==> config.mk <==
export PLATFORM = sky130hd
export DESIGN_NAME = spi_adc_scanner
export DESIGN_NICKNAME = d
export VERILOG_FILES = /design/src/rtl/spi_adc_scanner.sv
export SDC_FILE = /design/constraint.sdc
export NUM_CORES = 1
export LEC_CHECK = 0
export ABC_AREA = 1
export ABC_CLOCK_PERIOD_IN_PS = 4400
export CAP_MARGIN = 20
export CORE_UTILIZATION = 45
export CTS_CLUSTER_DIAMETER = 150
export DETAILED_ROUTE_END_ITERATION = 6
export PLACE_DENSITY = 0.66
export SLEW_MARGIN = 25
export SYNTH_ARGS = -nofsm -noshare
export SYNTH_HDL_FRONTEND = slang
export SYNTH_SLANG_ARGS = --single-unit
==> constraint.sdc <==
create_clock -name CLOCK_50 -period 4.4 [get_ports CLOCK_50]
set_input_delay 1.1 -clock CLOCK_50 [delete_from_list [all_inputs] [get_ports CLOCK_50]]
set_output_delay 1.1 -clock CLOCK_50 [all_outputs]
set_load 0.05 [all_outputs]
==> src/rtl/spi_adc_scanner.sv <==
// SPI master that pulses the ADC reset, then scans NUM_CH channels round-robin
// (SPI mode 0, MSB first) and hands each result over a valid/ready port.
module spi_adc_scanner #(
  parameter int unsigned NUM_CH       = 8,
  parameter int unsigned FRAME_W      = 16,
  parameter int unsigned RESULT_W     = 12,
  parameter int unsigned CLK_DIV      = 25,
  parameter int unsigned RESET_CYCLES = 50,
  localparam int unsigned CH_W        = $clog2(NUM_CH)
) (
  input  logic                CLOCK_50,
  input  logic                reset,
  input  logic                start,
  input  logic                continuous,
  output logic                busy,
  output logic                res_valid,
  input  logic                res_ready,
  output logic [RESULT_W-1:0] res_data,
  output logic [CH_W-1:0]     res_ch,
  output logic                overrun,
  output logic                RESET_ADC,
  output logic                SPI_SS,
  output logic                SPI_CLOCK,
  output logic                SPI_MOSI,
  input  logic                SPI_MISO
);

  localparam int unsigned CNT_MAX  = (RESET_CYCLES > CLK_DIV) ? RESET_CYCLES : CLK_DIV;
  localparam int unsigned CNT_W    = $clog2(CNT_MAX + 1);
  localparam int unsigned BIT_W    = $clog2(FRAME_W);
  localparam int unsigned DIV_LAST = CLK_DIV - 1;
  localparam int unsigned RST_LAST = (RESET_CYCLES > 0) ? RESET_CYCLES - 1 : 0;

  typedef enum logic [2:0] {ADC_RST, IDLE, CS_SETUP, SHIFT, CS_HOLD, GAP} state_t;

  localparam state_t RST_STATE = (RESET_CYCLES > 0) ? ADC_RST : IDLE;

  state_t              state, state_next;
  logic [CNT_W-1:0]    cnt;
  logic [BIT_W-1:0]    bit_cnt;
  logic [CH_W-1:0]     ch, ch_next;
  logic [FRAME_W-2:0]  tx_sr;
  logic [RESULT_W-1:0] rx_sr;
  logic [FRAME_W-1:0]  cmd;
  logic                cnt_done, frame_start, frame_end;

  assign busy = (state != IDLE);

  always_comb begin
    cnt_done = (cnt == CNT_W'(DIV_LAST));
    if (state == ADC_RST) cnt_done = (cnt == CNT_W'(RST_LAST));

    ch_next = '0;
    if (state != IDLE && ch < CH_W'(NUM_CH - 1)) ch_next = ch + 1'b1;

    cmd = '0;
    cmd[FRAME_W-3 -: CH_W] = ch_next;

    state_next = state;
    case (state)
      ADC_RST:  if (cnt_done) state_next = IDLE;
      IDLE:     if (start || continuous) state_next = CS_SETUP;
      CS_SETUP: if (cnt_done) state_next = SHIFT;
      SHIFT:    if (cnt_done && SPI_CLOCK && bit_cnt == BIT_W'(FRAME_W - 1)) state_next = CS_HOLD;
      CS_HOLD:  if (cnt_done) state_next = GAP;
      GAP:
        if (cnt_done)
          state_next = (ch < CH_W'(NUM_CH - 1) || continuous) ? CS_SETUP : IDLE;
      default:  state_next = ADC_RST;
    endcase

    frame_start = (state_next == CS_SETUP) && (state != CS_SETUP);
    frame_end   = (state == CS_HOLD) && cnt_done;
  end

  always_ff @(posedge CLOCK_50) begin
    if (reset) state <= RST_STATE;
    else       state <= state_next;
  end

  always_ff @(posedge CLOCK_50) begin
    if (reset) begin
      cnt       <= '0;
      bit_cnt   <= '0;
      ch        <= '0;
      tx_sr     <= '0;
      rx_sr     <= '0;
      RESET_ADC <= (RESET_CYCLES > 0);
      SPI_SS    <= 1'b1;
      SPI_CLOCK <= 1'b0;
      SPI_MOSI  <= 1'b0;
      res_valid <= 1'b0;
      res_data  <= '0;
      res_ch    <= '0;
      overrun   <= 1'b0;
    end else begin
      cnt <= (cnt_done || state == IDLE) ? '0 : cnt + 1'b1;

      if (state == ADC_RST && cnt_done) RESET_ADC <= 1'b0;

      if (frame_start) begin
        ch       <= ch_next;
        SPI_SS   <= 1'b0;
        SPI_MOSI <= cmd[FRAME_W-1];
        tx_sr    <= cmd[FRAME_W-2:0];
        bit_cnt  <= '0;
      end

      // Each half-period toggles SCLK: sample MISO on the rise, advance MOSI on the fall.
      if (state == SHIFT && cnt_done) begin
        SPI_CLOCK <= ~SPI_CLOCK;
        if (!SPI_CLOCK) begin
          rx_sr <= {rx_sr[RESULT_W-2:0], SPI_MISO};
        end else begin
          bit_cnt  <= bit_cnt + 1'b1;
          SPI_MOSI <= tx_sr[FRAME_W-2];
          tx_sr    <= {tx_sr[FRAME_W-3:0], 1'b0};
        end
      end

      if (frame_end) begin
        SPI_SS    <= 1'b1;
        res_data  <= rx_sr;
        res_ch    <= ch;
        res_valid <= 1'b1;
        if (res_valid && !res_ready) overrun <= 1'b1;
      end else if (res_valid && res_ready) begin
        res_valid <= 1'b0;
      end
    end
  end

endmodule

---- Word-level counts from Yosys, hierarchy flattened ----
Cells that the tools add are included.
storage, ports and cells
  logic and storage cells ................. 70
  output and inout port bits .............. 22
  register bits ........................... 64
  input port bits ......................... 6
operators by class
  bitwise operators ....................... 1
  reduce and logical (&&, ||, !) cells .... 19
  muxes and demuxes ....................... 21
  add/subtract/negate cells ............... 3
  eq/ne operators ......................... 11
  $lt $le $gt $ge ......................... 1
operators by type and width
  cell                 number
  $mux 15              3
  $mux 3               7
  $pmux 3 s6           1
  $mux 4               3
  $eq 3x2->1 const B   3
  $logic_and 1x1->1    9
  $add 6x1->6 const B  1
  $eq 3x3->1 const B   2
  $eq 6x5->1 const B   1
  $eq 6x6->1 const B   1
  $mux 1               6
  $add 4x1->4 const B  1
  $eq 4x4->1 const B   1
  $reduce_and 2->1     2
  $reduce_or 2->1      2
  $add 3x1->3 const B  1
  $eq 3x1->1 const B   1
  $logic_not 3->1      1
  $logic_or 1x1->1     3
  $lt 3x3->1 const B   1
  $ne 3x1->1 const B   1
  $ne 3x2->1 const B   1
  $mux 2               1
  $reduce_bool 2->1    1
  2 further kinds      2

---- Depth between registers and ports, before layout ----
Gate-level depths: netlist (run 1).
  depth in word-level cells ............... 11
  depth in mapped cells ................... 13
  gate-level depth less buffers ........... 13

---- Worst setup path before layout (run 1) ----
OpenSTA, ideal clock, no wires.
  path type ............................... input -> register
  start ................................... in start
  end ..................................... reg tx_sr[5]
  cell stages on the path ................. 8
  required time ........................... 4.329 ns
  setup time .............................. 0.071 ns
  data arrival time ....................... 1.973 ns
  slack ................................... 2.357 ns
  cells stage by stage .................... nor2_1 nor2_1 nor2_1 nand3_2 nand3_4 buf_6 nand3_1 a21oi_1
between the ends
  longest elaborated chain between the ends .. 8
ends and longest elaborated chain
  what                    line  text
  start: declaration      13    input logic start,
  $logic_or 1x1->1 *      62    IDLE: if (start || continuous) state_next = CS_SETUP;
  $mux 3 *                62
  $pmux 3 s6 *            60    case (state)
  $eq 3x2->1 *            72    frame_start = (state_next == CS_SETUP) && (state != CS_SETUP);
  $logic_and 1x1->1 *     72
  $mux 15 *               101   if (frame_start) begin
  $mux 15                 112   if (!SPI_CLOCK) begin
  $mux 15 *               110   if (state == SHIFT && cnt_done) begin
  end signal: assignment  105   tx_sr <= cmd[FRAME_W-2:0];
  end signal: assignment  117   tx_sr <= {tx_sr[FRAME_W-3:0], 1'b0};
  end: declaration        42    logic [FRAME_W-2:0] tx_sr;
Mark *: on every way between the ends. The rest lies on a longest branch, timed or not.
A chain may end at the register's enable or synchronous reset.

---- Final worst setup path (run 1) ----
  start ................................... reg state[0]
  end ..................................... out busy
between the ends
  longest elaborated chain between the ends .. 1
ends and longest elaborated chain
  what                      line  text
  start: declaration        38    state_t state, state_next;
  start signal: assignment  78    else state <= state_next;
  $ne 3x1->1                47    assign busy = (state != IDLE);
  end: declaration          15    output logic busy,
No other way between the ends.

==> qor.txt, run 1 <==
Hold WC Path Type - flip-flop to flip-flop
via count - 2195
Worst EP arrival - 1.87 ns
Commonest cells post-synth - 81 x nor2_1, 64 x dfxtp_1, 42 x nand2_1
die width - 77.9 µm
share of cells above drive strength 1 - 0.0870
Finished Layout Cells - 440
setup TNS - 0 ns
count leader, synth - nor2_1
Fin. Hold Viols - 0
ys async rst share - 0
Worst setup SP type - flip-flop
status - finished clean
Static Leak - 1.28 nW
Synth area leader - dfxtp_1
GRT overflow - 0
synth unique cells - 28
Buf/Inv on CP - 3
total routed wirelength - 5110 µm
worst-margin pin slew - 0.877 ns
clk root buf - clkbuf_8
Seq/Total Area, Yosys - 0.494
dpl hpwl - 3270 µm
Mapped Cells - 336
Slew Limit Fails - 0
most frequent cell on the critical path - inv_1
Min Hold Slack - 0.468 ns
initial antenna violation count - 0
RSZ-0062 raised after global routing - no
worst setup path class - flip-flop to primary output
Via density - 4.99
Setup crit end kind - primary output
I/O Pins - 28
CTS buffer count - 9
top_reg_cell synth - dfxtp_1
number of global-route vias before repair - 2039
CTS tree - yes
Cell Area, Synth - 2590 µm²
Synth Warn # - 0
routed length per instance - 11.6 µm
CP top delay family - buffers and inverters
crit share post-route - 0.675
Clock Path Buffers - 2
Clk Latency, worst-skew pair - 0.33 ns
drt initial violations - 131
die height - 77.9 µm
total global-route track usage - 0.186
worst-path maximum fanout - 5
Max Cap Violations - 0
die area - 6070 µm²
highest clock rate - 337 MHz
Gates resized, CTS repair - 0
largest net degree at the start of global routing - 36
slew margin rel. - 0.415
area of the core - 5540 µm²
maximum VDD drop - 0.252 mV
fin nets - 372
clock skew - 0.0128 ns
Seq cells post-synth - 64
Initial Util - 0.468
final core occ - 0.553
CTS Sinks - 64
Port Buf Inserts - 27
syn_nets - 345
Syn Area/Cell - 7.72 µm²
Power Dens Cells - 339 nW/µm²
Core Rows - 27
post-CTS setup buffers - 0
final antenna-violating net count - 0
CP max stage delay - 0.73 ns
Yosys top cell area share - 0.494
placed cells - 424
minimum clock period - 2.97 ns
first-pass GRT wire length - 8910 µm
# diodes - 0
CTS Hold Buffers Added - 0
Pwr Total - 0.00104 W
H-tree Lvls - 3
Remaining DRCs - 0
Area growth syn-to-layout - 18.2%
number of synthesized flops with an enable pin - 0
gpl congestion - 0.778
synth top area cells - dfxtp_1 49%, nor2_1 12%, nand2_1 6.1%, o21ai_0 5.6%, a21oi_1 4.1%
Cell Chain, Critical Path - inv_1 > nor3_1 > inv_1 > clkdlybuf4s50_1
clock slew at reported path FFs - 0.07 ns
TritonRoute pass-1 iters - 4
Slowest-stage cell, CP - clkdlybuf4s50_1
critical path data required time - 3.30 ns
Final Setup Violations - 0
cells by family (layout without fill, tap and decap cells):
group           Yosys count  in the layout  share of synthesized area
simple gates            170            170                      0.299
buf+inv                  40             72                     0.0661
compound gates           55             55                      0.112
fa+ha+maj                 3              3                     0.0145
flops                    64             64                      0.494
xor+xnor                  4              4                     0.0135
final timing paths:
check / startpoint / to / slack (ns) / cells past startpoint
worst min-delay path: tx_sr[13] / tx_sr[14] / 0.47 / 2
worst max register to register: state[1] / rx_sr[6] / 1.99 / 10
worst min register to register: tx_sr[13] / tx_sr[14] / 0.47 / 2
worst max-delay path: state[0] / busy / 1.43 / 4
registers in the layout, indices dropped and copies added, names as in the netlist:
signal     count
SPI_MOSI       1
cnt            6
res_data      12
bit_cnt        4
SPI_CLOCK      1
rx_sr         12
tx_sr         15
res_ch         3
ch             3
res_valid      1
overrun        1
RESET_ADC      1
SPI_SS         1
state          3
stage by stage:
| step | instance area (µm²) | setup slack [ns] |
|---|---|---|
| 4_1_cts | 3060 | 1.41 |
| 3_3_place_gp | 2900 | 1.27 |
| 3_5_place_dp | 2900 | 1.27 |
| 6_report | 3060 | 1.43 |
| 2_1_floorplan | 2590 | 2.36 |
| 5_1_grt | 3060 | 1.34 |
final cells by class:
cell class | count | area (µm²)
clock buffers | 13 | 149
clock inverters | 3 | 17.5
fillers | 522 | 2480
inverters | 27 | 101
multi-input cells | 232 | 1140
flip-flops and latches | 64 | 1280
well taps | 72 | 90.1
repair buffers | 29 | 285
where the power goes:
group,internal (W),leakage [nW],switching [W]
sequential,0.000581,0.516,0.00000262
clock,0.000219,0.0834,0.000213
combinational,0.00000806,0.680,0.0000134
total,0.000808,1.28,0.000229
worst reg2reg max path, delay by kind of cell (launching register included):
family | cells | cell delay [ns]
and+or+nand+nor | 8 | 1.43
buffers and inverters | 2 | 0.51
DFF | 1 | 0.35
metal layers:
| metal | vias to the layer above | track usage | share of wire |
|---|---|---|---|
| li1 | 1145 | - | - |
| met1 | 999 | 0.239 | 0.51 |
| met2 | 42 | 0.289 | 0.43 |
| met3 | 9 | 0.0400 | 0.046 |
| met4 | 0 | 0.100 | 0.014 |
| met5 | - | 0 | 0 |
placed cells by master, fill, tap and decap left out, types with 3 or more instances in the layout:
cell and instances:
clkbuf_8 10, nand2_1 42, dfxtp_1 64, nand2_2 3, nand4_1 6, nor3_1 4
a21oi_1 21, clkbuf_1 3, nand3_1 21, xor2_1 3, nor2_1 81, ha_1 3
clkdlybuf4s50_1 27, o21ai_0 29, inv_1 25
Note: power is estimated with default switching activity, not from simulation.
==> run 2, diff against run 1 <==
--- a/config.mk
+++ b/config.mk
@@ -6,12 +6,12 @@
 export NUM_CORES = 1
 export LEC_CHECK = 0
 export ABC_AREA = 1
-export ABC_CLOCK_PERIOD_IN_PS = 4400
+export ABC_CLOCK_PERIOD_IN_PS = 2450
 export CAP_MARGIN = 20
 export CORE_UTILIZATION = 45
 export CTS_CLUSTER_DIAMETER = 150
 export DETAILED_ROUTE_END_ITERATION = 6
-export PLACE_DENSITY = 0.66
+export PLACE_DENSITY = 0.68
 export SLEW_MARGIN = 25
 export SYNTH_ARGS = -nofsm -noshare
 export SYNTH_HDL_FRONTEND = slang
==> constraint.sdc (replaced) <==
create_clock -name CLOCK_50 -period 2.45 [get_ports CLOCK_50]
set_input_delay 0.6125 -clock CLOCK_50 [delete_from_list [all_inputs] [get_ports CLOCK_50]]
set_output_delay 0.6125 -clock CLOCK_50 [all_outputs]
set_load 0.05 [all_outputs]
==> run 2 against run 1 <==
  * Critical path type unchanged
  * First-iteration DRC count decreased by 25%
  * Non-clock buffer count increased by 3
  * Largest power group unchanged
  * Count of clock-buffer cells in the layout decreased by 1
  * Combinational power increased by 92%
  * Utilization increased by 0.81 points
==> qor.txt, run 2 (same netlist as run 1, synthesis figures left out) <==
most frequent cells in the layout - 81 x nor2_1, 64 x dfxtp_1, 42 x nand2_1
Top Registers - tx_sr x15, res_data x12, rx_sr x12
Slowest-stage cell, CP - dlygate4sd2_1
first-pass GRT wire length - 9110 µm (+2.2%)
critical path data required time - 1.84 ns (-1.46 ns)
largest reg by FF count - tx_sr
clock skew - 0.0125 ns (-0.000305 ns)
TritonRoute pass-1 iters - 5 (+1)
drt initial violations - 98 (-25%)
commonest non-fill, non-tap cell in the layout - nor2_1
fin nets - 375 (+0.81%)
die width - 77.9 µm (unchanged)
CTS tree - yes
setup slack at placement - 0.259 ns (-1.01 ns)
Cell Chain, Critical Path - inv_1 > nor3_1 > inv_1 > dlygate4sd2_1
Power Dens Cells - 632 nW/µm² (+87%)
Clock Path Buffers - 2 (unchanged)
GRT overflow - 0 (unchanged)
crit share post-route - 0.915
end point of the critical path - busy
maximum VDD drop - 0.443 mV (+76%)
clk root buf - clkbuf_8
Max Cap Violations - 0 (unchanged)
RSZ-0062 raised after global routing - no
Worst setup SP type - flip-flop
worst-path maximum fanout - 5 (unchanged)
clock slew at reported path FFs - 0.07 ns (about the same)
Critical Path Start - state[0]
worst-margin pin slew - 0.518 ns (-0.358 ns)
largest net degree at the start of global routing - 35 (-2.8%)
# diodes - 0 (unchanged)
Final Setup Violations - 0 (unchanged)
max FFs per register - 15 (unchanged)
Initial Util - 0.468 (unchanged)
area of the core - 5540 µm² (unchanged)
dpl hpwl - 3400 µm (+4.0%)
final worst setup slack - 0.208 ns (-1.22 ns)
Port Buf Inserts - 27 (unchanged)
CTS Hold Buffers Added - 0 (unchanged)
Hold WC Path Type - flip-flop to flip-flop
share of cells above drive strength 1 - 0.0943 (+0.00738)
H-tree Lvls - 3 (unchanged)
Fin. Hold Viols - 0 (unchanged)
number of global-route vias before repair - 2048 (+0.44%)
initial antenna violation count - 0 (unchanged)
Worst EP arrival - 1.63 ns (-0.24 ns)
Static Leak - 1.30 nW (+1.6%)
die height - 77.9 µm (unchanged)
total global-route track usage - 0.192 (+0.00649)
gpl congestion - 0.857 (+10%)
total routed wirelength - 5280 µm (+3.3%)
status - finished clean
most frequent cell on the critical path - inv_1
minimum clock period - 2.24 ns
CP max stage delay - 0.45 ns (-0.28 ns)
final antenna-violating net count - 0 (unchanged)
Slew Limit Fails - 0 (unchanged)
worst setup path class - flip-flop to primary output
I/O Pins - 28 (unchanged)
Area growth syn-to-layout - 19.9%
Setup crit end kind - primary output
Clk Latency, worst-skew pair - 0.34 ns (about the same)
CTS Sinks - 64 (unchanged)
worst r2r src - bit_cnt[0]
Via density - 4.91 (-1.5%)
highest clock rate - 446 MHz
Worst R2R Setup Slack - 0.30 ns (-1.69 ns)
CTS buffer count - 9 (unchanged)
Remaining DRCs - 0 (unchanged)
Reg2Reg Capture Point - tx_sr[11]
slew margin rel. - 0.653 (+0.238)
routed length per instance - 11.9 µm (+2.6%)
setup TNS - 0 ns (unchanged)
die area - 6070 µm² (unchanged)
Reg2Reg Depth - 12 (+2)
Core Rows - 27 (unchanged)
via count - 2177 (-0.82%)
## run 2: cell types whose count changed in the layout (fill, tap and decap cells not counted), sizes merged
cell,change
dlygate4sd2,+1
clkbuf,-1
buf,+3
bufinv,+1
clkdlybuf4s50,-1
## run 2: worst min-delay path by stage
stage               startpoint        end  slack (ns)  depth (start not counted)
floorplan             tx_sr[0]   tx_sr[0]        0.44                          2
global placement       overrun    overrun        0.45                          2
detailed placement      SPI_SS     SPI_SS        0.46                          2
CTS                   tx_sr[8]   tx_sr[9]        0.46                          2
global route         RESET_ADC  RESET_ADC        0.49                          2
finish                tx_sr[8]   tx_sr[9]        0.46                          2
## run 2: worst max-delay path, delay by kind of cell (launching register included)
kind | cells | cell delay [ns]
buffers and inverters | 3 | 0.69
DFF | 1 | 0.38
and+or+nand+nor | 1 | 0.21
## run 2: through the flow
| stage | std cells | cell area [µm²] | hold WS (ns) | util | total power [W] |
|---|---|---|---|---|---|
| floorplan | 336 | 2590 | 0.443 | - | 0.00110 |
| global placement | 427 | 2920 | 0.454 | 0.527 | 0.00111 |
| detailed placement | 427 | 2920 | 0.456 | 0.527 | 0.00111 |
| CTS | 443 | 3110 | 0.458 | 0.561 | 0.00198 |
| global route | 443 | 3110 | 0.494 | 0.561 | 0.00203 |
| finish | 443 | 3110 | 0.460 | 0.561 | 0.00197 |
## run 2: timing repair
item	CTS	global route
setup endpoints to repair	1	0
gates resized for setup	1	0
setup buffers	0	0
## run 2: cell type report
class	count	area [µm²]
clock buffer	12	135
clock inverter	4	55.1
fill	553	2430
inverter	27	101
multi-input combinational	232	1140
sequential	64	1280
tap	72	90.1
timing repair buffer	32	307
## run 2: metal layers
layer / track usage / vias up / wire length (µm) / part of all wire
li1: - / 1150 / - / -
met4: 0.0833 / 0 / 70 / 0.013
met1: 0.246 / 975 / 2590 / 0.49
met2: 0.299 / 45 / 2290 / 0.43
met3: 0.0588 / 7 / 327 / 0.062
met5: 0 / - / 0 / 0
## run 2: report_power, final
group	internal (W)	switching [W]	total [W]
logic	0.0000156	0.0000257	0.0000413
registers	0.00104	0.00000506	0.00105
clock network	0.000474	0.000400	0.000875
total	0.00153	0.000431	0.00197
==> run 3, diff against run 2 <==
--- a/config.mk
+++ b/config.mk
@@ -8,10 +8,10 @@
 export ABC_AREA = 1
 export ABC_CLOCK_PERIOD_IN_PS = 2450
 export CAP_MARGIN = 20
-export CORE_UTILIZATION = 45
+export CORE_UTILIZATION = 40
 export CTS_CLUSTER_DIAMETER = 150
 export DETAILED_ROUTE_END_ITERATION = 6
-export PLACE_DENSITY = 0.68
+export HOLD_SLACK_MARGIN = 0.1
 export SLEW_MARGIN = 25
 export SYNTH_ARGS = -nofsm -noshare
 export SYNTH_HDL_FRONTEND = slang
==> run 3 against run 2 <==
  * Wire length barely moved
  * Worst hold slack worse by 0.0013 ns
  * Global-route usage shrank 1.3 points
  * Critical path type unchanged
==> qor.txt, run 3 (same netlist as run 1, synthesis figures left out) <==
status - finished clean
first-pass GRT wire length - 9020 µm (-0.99%)
Remaining DRCs - 0 (unchanged)
GRT overflow - 0 (unchanged)
worst-path maximum fanout - 5 (unchanged)
largest net degree at the start of global routing - 35 (unchanged)
Area growth syn-to-layout - 21.2%
critical path data required time - 1.84 ns (about the same)
Via density - 4.84 (-1.4%)
Top Registers - tx_sr x15, res_data x12, rx_sr x12
crit share post-route - 0.905 (-0.00967)
CTS Sinks - 64 (unchanged)
Static Leak - 1.31 nW (+0.82%)
minimum clock period - 2.22 ns (-0.0237 ns)
final antenna-violating net count - 0 (unchanged)
highest clock rate - 451 MHz (+1.1%)
H-tree Lvls - 3 (unchanged)
initial antenna violation count - 0 (unchanged)
commonest non-fill, non-tap cell in the layout - nor2_1
gpl congestion - 0.839 (-2.1%)
Buf/Inv on CP - 3 (unchanged)
register area - 1280 µm² (unchanged)
routed length per instance - 11.8 µm (-0.62%)
post-CTS setup buffers - 0 (unchanged)
Hold WC Path Type - flip-flop to flip-flop
worst-margin pin slew - 0.531 ns (+0.0122 ns)
# diodes - 0 (unchanged)
final worst setup slack - 0.232 ns (+0.0237 ns)
Final Setup Violations - 0 (unchanged)
TritonRoute pass-1 iters - 4 (-1)
most frequent cells in the layout - 81 x nor2_1, 64 x dfxtp_1, 42 x nand2_1
Slowest-stage cell, CP - dlygate4sd2_1
slew margin rel. - 0.646 (-0.00743)
Setup crit end kind - primary output
Port Buf Inserts - 27 (unchanged)
largest reg by FF count - tx_sr
CTS tree - yes
Initial Util - 0.425 (-0.0426)
worst setup path class - flip-flop to primary output
CTS Hold Buffers Added - 0 (unchanged)
Cell Chain, Critical Path - inv_1 > nor3_1 > inv_1 > dlygate4sd2_1
clk root buf - clkbuf_8
Min Hold Slack - 0.459 ns (-0.00129 ns)
dpl hpwl - 3400 µm (about the same)
fill count - 615 (+11%)
share of cells above drive strength 1 - 0.102 (+0.00809)
drt initial violations - 110 (+12%)
placed cells - 430 (+0.70%)
Finished Layout Cells - 446 (+0.68%)
maximum VDD drop - 0.397 mV (-10%)
RSZ-0062 raised after global routing - no
Max Cap Violations - 0 (unchanged)
die width - 82.5 µm (+5.9%)
fin nets - 375 (unchanged)
Clock Path Buffers - 2 (unchanged)
I/O Pins - 28 (unchanged)
number of global-route vias before repair - 2006 (-2.1%)
setup TNS - 0 ns (unchanged)
total global-route track usage - 0.179 (-0.0135)
Gates resized, CTS repair - 1 (unchanged)
Worst EP arrival - 1.61 ns (-0.02 ns)
CP top delay family - buffers and inverters
area of the core - 6100 µm² (+10%)
setup slack at placement - 0.248 ns (-0.0116 ns)
Worst setup SP type - flip-flop
Core Rows - 28 (+3.7%)
Clk Latency, worst-skew pair - 0.34 ns (about the same)
CP max stage delay - 0.45 ns (about the same)
Multi-input gate area - 1140 µm² (unchanged)
Slew Limit Fails - 0 (unchanged)
most frequent cell on the critical path - inv_1
max FFs per register - 15 (unchanged)
die height - 82.5 µm (+5.9%)
via count - 2160 (-0.78%)
die area - 6810 µm² (+12%)
CTS buffer count - 9 (unchanged)
Fin. Hold Viols - 0 (unchanged)
clock slew at reported path FFs - 0.07 ns (about the same)
total routed wirelength - 5280 µm (about the same)
clock skew - 0.0112 ns (-0.00136 ns)
Power Dens Cells - 660 nW/µm² (+4.4%)
-- run 3: worst min-delay path, delay by kind of cell (launching register included) --
family,cells,cell delay [ns]
compound gates,1,0.05
flops,1,0.31
simple gates,1,0.06
-- run 3: layout make-up --
cell class                      count  share of cell area
Multi-Input combinational cell    232               0.363
Timing Repair Buffer               32              0.0975
Sequential cell                    64               0.408
Inverter                           27              0.0322
Clock buffer                        9              0.0394
Clock inverter                      7              0.0307
Tap cell                           75              0.0299
-- run 3: routing by layer --
layer	up-vias	track usage	wire (µm)
met5	-	0	0
met4	0	0.0776	48
met3	4	0.0626	246
met2	36	0.263	2280
met1	967	0.236	2700
li1	1153	-	-
-- run 3: where the power goes --
| part | internal (W) | total [W] | switching, W |
|---|---|---|---|
| combinational | 0.0000155 | 0.0000405 | 0.0000250 |
| sequential | 0.00104 | 0.00105 | 0.00000512 |
| clock | 0.000572 | 0.000984 | 0.000412 |
-- run 3: final timing paths --
check	from	to	slack, ns	depth (start not counted)
max reg2reg	bit_cnt[0]	tx_sr[11]	0.34	12
min	tx_sr[9]	tx_sr[10]	0.46	2
max	state[0]	busy	0.23	4
min reg2reg	tx_sr[9]	tx_sr[10]	0.46	2
-- run 3: per-stage QoR --
stage / power [W] / util / area (µm²)
2_1_floorplan: 0.00110 / - / 2590
3_3_place_gp: 0.00111 / 0.480 / 2920
3_5_place_dp: 0.00111 / 0.480 / 2920
6_report: 0.00207 / 0.516 / 3140
5_1_grt: 0.00216 / 0.516 / 3140
4_1_cts: 0.00210 / 0.516 / 3140
